### src/rtl/vga_console_ctrl.sv
// rtl/vga_console_ctrl.sv - byte-stream text console write sequencer for the VGA character buffer
//
// Purpose: accepts bytes over a valid/ready handshake, keeps a text cursor, interprets
// CR/LF/BS and drives one character-buffer write per cycle. Also runs a full-screen
// clear (0x20 fill) on request.
//
// Optional feature: define VGA_CONSOLE_LINE_CLEAR_EN to blank the new row (LCLR state)
// after every row advance. Without it a row advance is a zero-cycle cursor update.
//
// Ports:
//   clk_i, rstn_i        clock, asynchronous active-low reset
//   char_valid_i/char_i  offered byte; char_ready_o high when it can be taken
//   clear_i              clear-screen request (level, sampled each cycle)
//   busy_o               clear / line-clear in progress or pending
//   cursor_x_o/_y_o      current cursor column / row
//   vga_char_o/addr_o/wen_o  registered character-buffer write port
module vga_console_ctrl #(
    parameter int COLS   = 80,
    parameter int ROWS   = 60,
    parameter int ADDR_W = $clog2(COLS*ROWS)
) (
    input  logic                      clk_i,
    input  logic                      rstn_i,
    input  logic                      char_valid_i,
    input  logic [7:0]                char_i,
    output logic                      char_ready_o,
    input  logic                      clear_i,
    output logic                      busy_o,
    output logic [$clog2(COLS)-1:0]   cursor_x_o,
    output logic [$clog2(ROWS)-1:0]   cursor_y_o,
    output logic [7:0]                vga_char_o,
    output logic [ADDR_W-1:0]         vga_addr_o,
    output logic                      vga_wen_o
);

    localparam int X_W = $clog2(COLS);
    localparam int Y_W = $clog2(ROWS);
    localparam logic [X_W-1:0]    X_MAX     = X_W'(COLS - 1);
    localparam logic [Y_W-1:0]    Y_MAX     = Y_W'(ROWS - 1);
    localparam logic [ADDR_W-1:0] LAST_ADDR = ADDR_W'(COLS*ROWS - 1);
    localparam logic [ADDR_W-1:0] ROW_STEP  = ADDR_W'(COLS);
    localparam logic [7:0]        SPACE     = 8'h20;

`ifdef VGA_CONSOLE_LINE_CLEAR_EN
    typedef enum logic [1:0] {IDLE, CLEAR, LCLR} state_t;
    logic [X_W-1:0] lclr_cnt;
`else
    typedef enum logic [1:0] {IDLE, CLEAR} state_t;
`endif

    state_t            state;
    logic              clr_pend;
    logic [ADDR_W-1:0] row_base;   // always equals cursor_y_o * COLS
    logic              accept;

    // Next-cursor and write decode for the byte currently offered.
    logic [X_W-1:0]    nx_x;
    logic [Y_W-1:0]    nx_y;
    logic [ADDR_W-1:0] nx_rb;
    logic              adv;
    logic              wr;
    logic [ADDR_W-1:0] cur_addr;
    logic [ADDR_W-1:0] wr_addr;
    logic [7:0]        wr_char;

    assign char_ready_o = (state == IDLE) & ~clr_pend & ~clear_i;
    assign busy_o       = (state != IDLE) | clr_pend;
    assign accept       = char_valid_i & char_ready_o;
    assign cur_addr     = row_base + ADDR_W'(cursor_x_o);

    always_comb begin
        nx_x    = cursor_x_o;
        nx_y    = cursor_y_o;
        nx_rb   = row_base;
        adv     = 1'b0;
        wr      = 1'b0;
        wr_addr = cur_addr;
        wr_char = char_i;
        if (char_i >= 8'h20 && char_i <= 8'h7E) begin
            wr = 1'b1;
            if (cursor_x_o == X_MAX) begin
                nx_x = '0;
                adv  = 1'b1;
            end else begin
                nx_x = cursor_x_o + 1'b1;
            end
        end else if (char_i == 8'h0A) begin
            nx_x = '0;
            adv  = 1'b1;
        end else if (char_i == 8'h0D) begin
            nx_x = '0;
        end else if (char_i == 8'h08 && cursor_x_o != '0) begin
            nx_x    = cursor_x_o - 1'b1;
            wr      = 1'b1;
            wr_addr = cur_addr - 1'b1;
            wr_char = SPACE;
        end
        // Row advance wraps to the top; there is no scrolling.
        if (adv) begin
            if (cursor_y_o == Y_MAX) begin
                nx_y  = '0;
                nx_rb = '0;
            end else begin
                nx_y  = cursor_y_o + 1'b1;
                nx_rb = row_base + ROW_STEP;
            end
        end
    end

    always_ff @(posedge clk_i or negedge rstn_i) begin
        if (!rstn_i) begin
            state      <= IDLE;
            clr_pend   <= 1'b0;
            row_base   <= '0;
            cursor_x_o <= '0;
            cursor_y_o <= '0;
            vga_char_o <= '0;
            vga_addr_o <= '0;
            vga_wen_o  <= 1'b0;
`ifdef VGA_CONSOLE_LINE_CLEAR_EN
            lclr_cnt   <= '0;
`endif
        end else begin
            vga_wen_o <= 1'b0;
            case (state)
                IDLE: begin
                    if (clr_pend) begin
                        // First fill write goes out on the entry edge.
                        state      <= CLEAR;
                        clr_pend   <= 1'b0;
                        vga_wen_o  <= 1'b1;
                        vga_addr_o <= '0;
                        vga_char_o <= SPACE;
                    end else begin
                        if (clear_i) begin
                            clr_pend <= 1'b1;
                        end
                        if (accept) begin
                            cursor_x_o <= nx_x;
                            cursor_y_o <= nx_y;
                            row_base   <= nx_rb;
                            if (wr) begin
                                vga_wen_o  <= 1'b1;
                                vga_addr_o <= wr_addr;
                                vga_char_o <= wr_char;
                            end
`ifdef VGA_CONSOLE_LINE_CLEAR_EN
                            if (adv) begin
                                state    <= LCLR;
                                lclr_cnt <= '0;
                            end
`endif
                        end
                    end
                end
                CLEAR: begin
                    // vga_addr_o doubles as the fill counter.
                    if (vga_addr_o == LAST_ADDR) begin
                        state      <= IDLE;
                        cursor_x_o <= '0;
                        cursor_y_o <= '0;
                        row_base   <= '0;
                    end else begin
                        vga_wen_o  <= 1'b1;
                        vga_addr_o <= vga_addr_o + 1'b1;
                        vga_char_o <= SPACE;
                    end
                end
`ifdef VGA_CONSOLE_LINE_CLEAR_EN
                LCLR: begin
                    if (clear_i) begin
                        clr_pend <= 1'b1;
                    end
                    // row_base already points at the new row.
                    vga_wen_o  <= 1'b1;
                    vga_addr_o <= row_base + ADDR_W'(lclr_cnt);
                    vga_char_o <= SPACE;
                    if (lclr_cnt == X_MAX) begin
                        state <= IDLE;
                    end else begin
                        lclr_cnt <= lclr_cnt + 1'b1;
                    end
                end
`endif
                default: state <= IDLE;
            endcase
        end
    end

endmodule
### config.mk
export PLATFORM = sky130hd
export DESIGN_NAME = vga_console_ctrl
export DESIGN_NICKNAME = d
export VERILOG_FILES = /design/src/rtl/vga_console_ctrl.sv
export SDC_FILE = /design/constraint.sdc
export NUM_CORES = 1
export LEC_CHECK = 0
export ABC_AREA = 1
export ABC_CLOCK_PERIOD_IN_PS = 2400
export CORE_AREA = 4 4 88 90
export CTS_BUF_LIST = sky130_fd_sc_hd__clkbuf_4 sky130_fd_sc_hd__clkbuf_8
export DETAILED_ROUTE_END_ITERATION = 8
export DIE_AREA = 0 0 92 94
export MAX_ROUTING_LAYER = met4
export PLACE_DENSITY = 0.84
export SYNTH_ARGS = -nofsm -noshare
export SYNTH_HDL_FRONTEND = slang
export SYNTH_SLANG_ARGS = --single-unit
### constraint.sdc
create_clock -name clk_i -period 2.4 [get_ports clk_i]
set_input_delay 0.36 -clock clk_i [delete_from_list [all_inputs] [get_ports clk_i]]
set_output_delay 0.36 -clock clk_i [all_outputs]
set_load 0.005 [all_outputs]
==> summary.md <==
| Metric | Value |
|---|---|
| Simple-gate portion of the synthesized area | `36.6%` |
| PD cells | `659 nW/um^2` |
| Clock Skews | `7.87 ps` |
| Slew Limit Fails | `0` |
| Final hold vios | `0` |
| Minimum clock period | `2160 ps` |
| Synth top area cells | `dfrtp_1 32%, nand2_1 14%, inv_1 6.2%` |
| Ant. Diodes | `0` |
| P_sw | `1.06 mW` |
| Max-capacitance violation count | `0` |
| Combinational Power Share | `39.0%` |
| Buffers on Ports | `48` |
| Routability Congestion | `0.941` |
| WL/cell | `13.1 um` |
| Core area | `7060 sq um` |
| Primary FF master, synth | `dfrtp_1` |
| Layout cells sized above 1 | `11.6%` |
| Peak supply drop | `0.000283 V` |
| Asr flop ratio synth | `100%` |
| Relative slew margins | `64.6%` |
| Fin util | `61.4%` |
| Actual slew at the worst max-slew pin | `526 ps` |
| Clock Power Share | `20.9%` |
| Initial antenna violation count | `0` |
| Chip width | `92 um` |
| Vias per Instance | `5.36` |
| Worst reg2reg path depth | `12` |
| Remaining Overflow, GRT | `0` |
| Detail Placement HPWL | `6830 um` |
| Number of nets in the layout | `598` |
| Remaining DRCs | `0` |
| Status | `finished, final reports clean` |
| First-pass GRT wire length | `15,600 um` |
| Synth Cell Area | `3620 sq um` |
| P_int | `1.79 mW` |
| WL final | `8880 um` |
| Adder-cell area share of the yosys netlist | `3.46%` |
| Root Driver | `clkbuf_8` |
| Most common cell after layout, fill and taps aside | `nand2_1` |
| Synth unique cells | `42` |
| CP startpoint kind | `flop` |
| Routed Antenna Nets | `0` |
| Part of the power in registers | `40.0%` |
| Critical path origin | `cursor_x_o[5]` |
| DR vias | `3,621` |
| End of the worst hold path | `vga_char_o[1]` |
| RSZ-0062 raised after global routing | `false` |
| 1st-pass router iterations | `5` |
| Tcrit/Tclk final | `90.1%` |
| Largest net degree at the start of global routing | `21` |
| Most frequent cells in the layout | `135 x nand2_1, 60 x inv_1, 53 x nor2_1, 47 x clkdlybuf4s50_1, 46 x dfrtp_1` |
| Yosys top cell by area | `dfrtp_1` |
| Sequential-to-total area share from yosys stat | `31.8%` |
| Lkg Pwr | `1.98 nW` |
| Die H | `94 um` |
| CP max FO | `6` |
| Storage cell area | `1150 sq um` |
| Area of the multi-input gates | `2110 sq um` |
| H-tree depth | `2` |
| # rows | `31` |
| Cells after Synth | `522` |
| Post-CTS Setup Repair Bufs | `0` |
| Clock sinks | `46` |
| Critical setup path kind | `flop to flop` |
| Arrival @ worst endpoint | `2390 ps` |
| Final TNS setup | `0 ps` |
| Layout area overhead | `19.7%` |
| Avg Inst Size Synth | `6.94 sq um` |
| Filler cell count | `657` |
| Post-synthesis compound-gate area fraction | `14.4%` |
| CP Capture Type | `flop` |
| Flop and latch count out of synthesis | `46` |
| Clock buffer depth | `2` |
| Main combinational cell family by area after synthesis | `simple AND/OR/NAND/NOR gates` |
| CTS buffer count | `5` |
| Min-delay src | `vga_char_o[1]` |
| Critical Path RT | `2620 ps` |
| Mux share of post-synthesis cell area | `0%` |
| Top-area cell type share of the netlist area | `31.8%` |
| Die footprint | `8650 sq um` |
| Synthesized Nets | `544` |
| Switch share | `37.2%` |
| Hold depth | `2` |
| F_max | `463 MHz` |
| R2r endpoint | `vga_addr_o[9]` |
| Number of synthesized flops with an enable pin | `0` |
| Number of DRC markers in iteration 0 | `242` |
| Xor/xnor share of the synthesized area | `3.63%` |
| CTS tree | `built` |
| Clock slew at reported path FFs | `90 ps` |
| Top Ports | `49` |
| R2R Path Start | `cursor_x_o[5]` |
| Initial core utilization | `51.3%` |
| Vias in the first global route | `3,456` |
| Hold Path Class | `flop to flop` |
| Final setup violating endpoints | `0` |
| Total track usage | `22.2%` |
| Clk Latency, worst-skew pair | `300 ps` |
| Yosys warnings | `0` |
| Reg-to-reg slack, setup | `240 ps` |
## how the worst max path moves through the flow
stage	end	slack, ps	cells after the start
floorplan	vga_addr_o[6]	600	12
global placement	cursor_x_o[0]	230	10
detailed placement	cursor_x_o[0]	190	10
CTS	vga_addr_o[6]	240	12
global route	vga_addr_o[9]	50	12
finish	vga_addr_o[9]	240	12
## what timing repair did
item	CTS	global route
endpoints found under the hold margin	8	0
endpoints found under the setup margin	0	3
hold buffers	1	0
gates resized for setup	0	3
## flip-flops by register name, summed over array words and instances (netlist names)
name	count
vga_addr_o	13
row_base	9
vga_char_o	8
cursor_x_o	7
cursor_y_o	6
clr_pend	1
state	1
vga_wen_o	1
## layout make-up
cell class / instances / share of cell area [%]
clock buffer: 6 / 1.76
clock inverter: 2 / 0.866
inverter: 68 / 6.32
multi-input combinational: 396 / 48.7
sequential: 46 / 26.6
tap: 99 / 2.86
timing repair buffer: 59 / 12.9
## cells in the mapped netlist (3+ instances only)
cell type	instances
a21oi_1	32
nand2_2	5
o31ai_1	5
inv_1	60
nand2_1	135
nand3_1	40
xnor2_1	3
o21ai_1	8
buf_6	4
o21ai_2	11
ha_1	10
inv_2	4
nand3_2	3
dfrtp_1	46
o21ai_0	19
nor2_2	7
nor3_1	9
buf_4	3
xor2_1	12
nor2_1	56
nor2_4	3
buf_2	4
nand4_1	17
## through the flow
stage | worst slack [ps] | hold WS [ps] | instance area, sq um | power (mW) | instances
final | 238 | 499 | 4340 | 2.86 | 676
after global placement | 228 | 314 | 4200 | 2.20 | 667
after global routing | 52.8 | 531 | 4340 | 3.06 | 676
after detailed placement | 189 | 319 | 4200 | 2.26 | 667
after floorplan | 603 | 64.4 | 3620 | 1.79 | 522
after CTS | 245 | 498 | 4330 | 2.86 | 676
## power groups by stage
stage / combinational [mW] / sequential [mW] / clock, mW
after floorplan: 0.666 / 1.12 / 0
after global placement: 1.06 / 1.15 / 0
final: 1.11 / 1.14 / 0.598
after CTS: 1.11 / 1.14 / 0.611
after detailed placement: 1.10 / 1.15 / 0
after global routing: 1.25 / 1.17 / 0.644
## cell families (layout without fill, tap and decap cells)
logic type,after synthesis,after routing
fa+ha+maj,10,10
xor+xnor,15,15
flops,46,46
simple gates,287,287
compound gates,84,84
buf+inv,80,135
## routing by layer
layer	global-route usage (%)	vias up	wire [um]
li1	-	1816	-
met1	28.0	1659	4010
met2	37.8	130	4250
met3	3.29	16	471
met4	5.32	0	149
met5	-	-	0
## critical path: stages, from the launching register on
cell,delay [ps]
dfrtp_1,490
ha_1,370
nand2_1,130
nand2_1,100
nand2_1,70
nand2_1,110
nor2_1,150
nand2_1,70
nor2_1,210
nand2_1,80
nand2_1,60
nand3_1,70
a21oi_1,170
(Power assumes the default switching activity.)
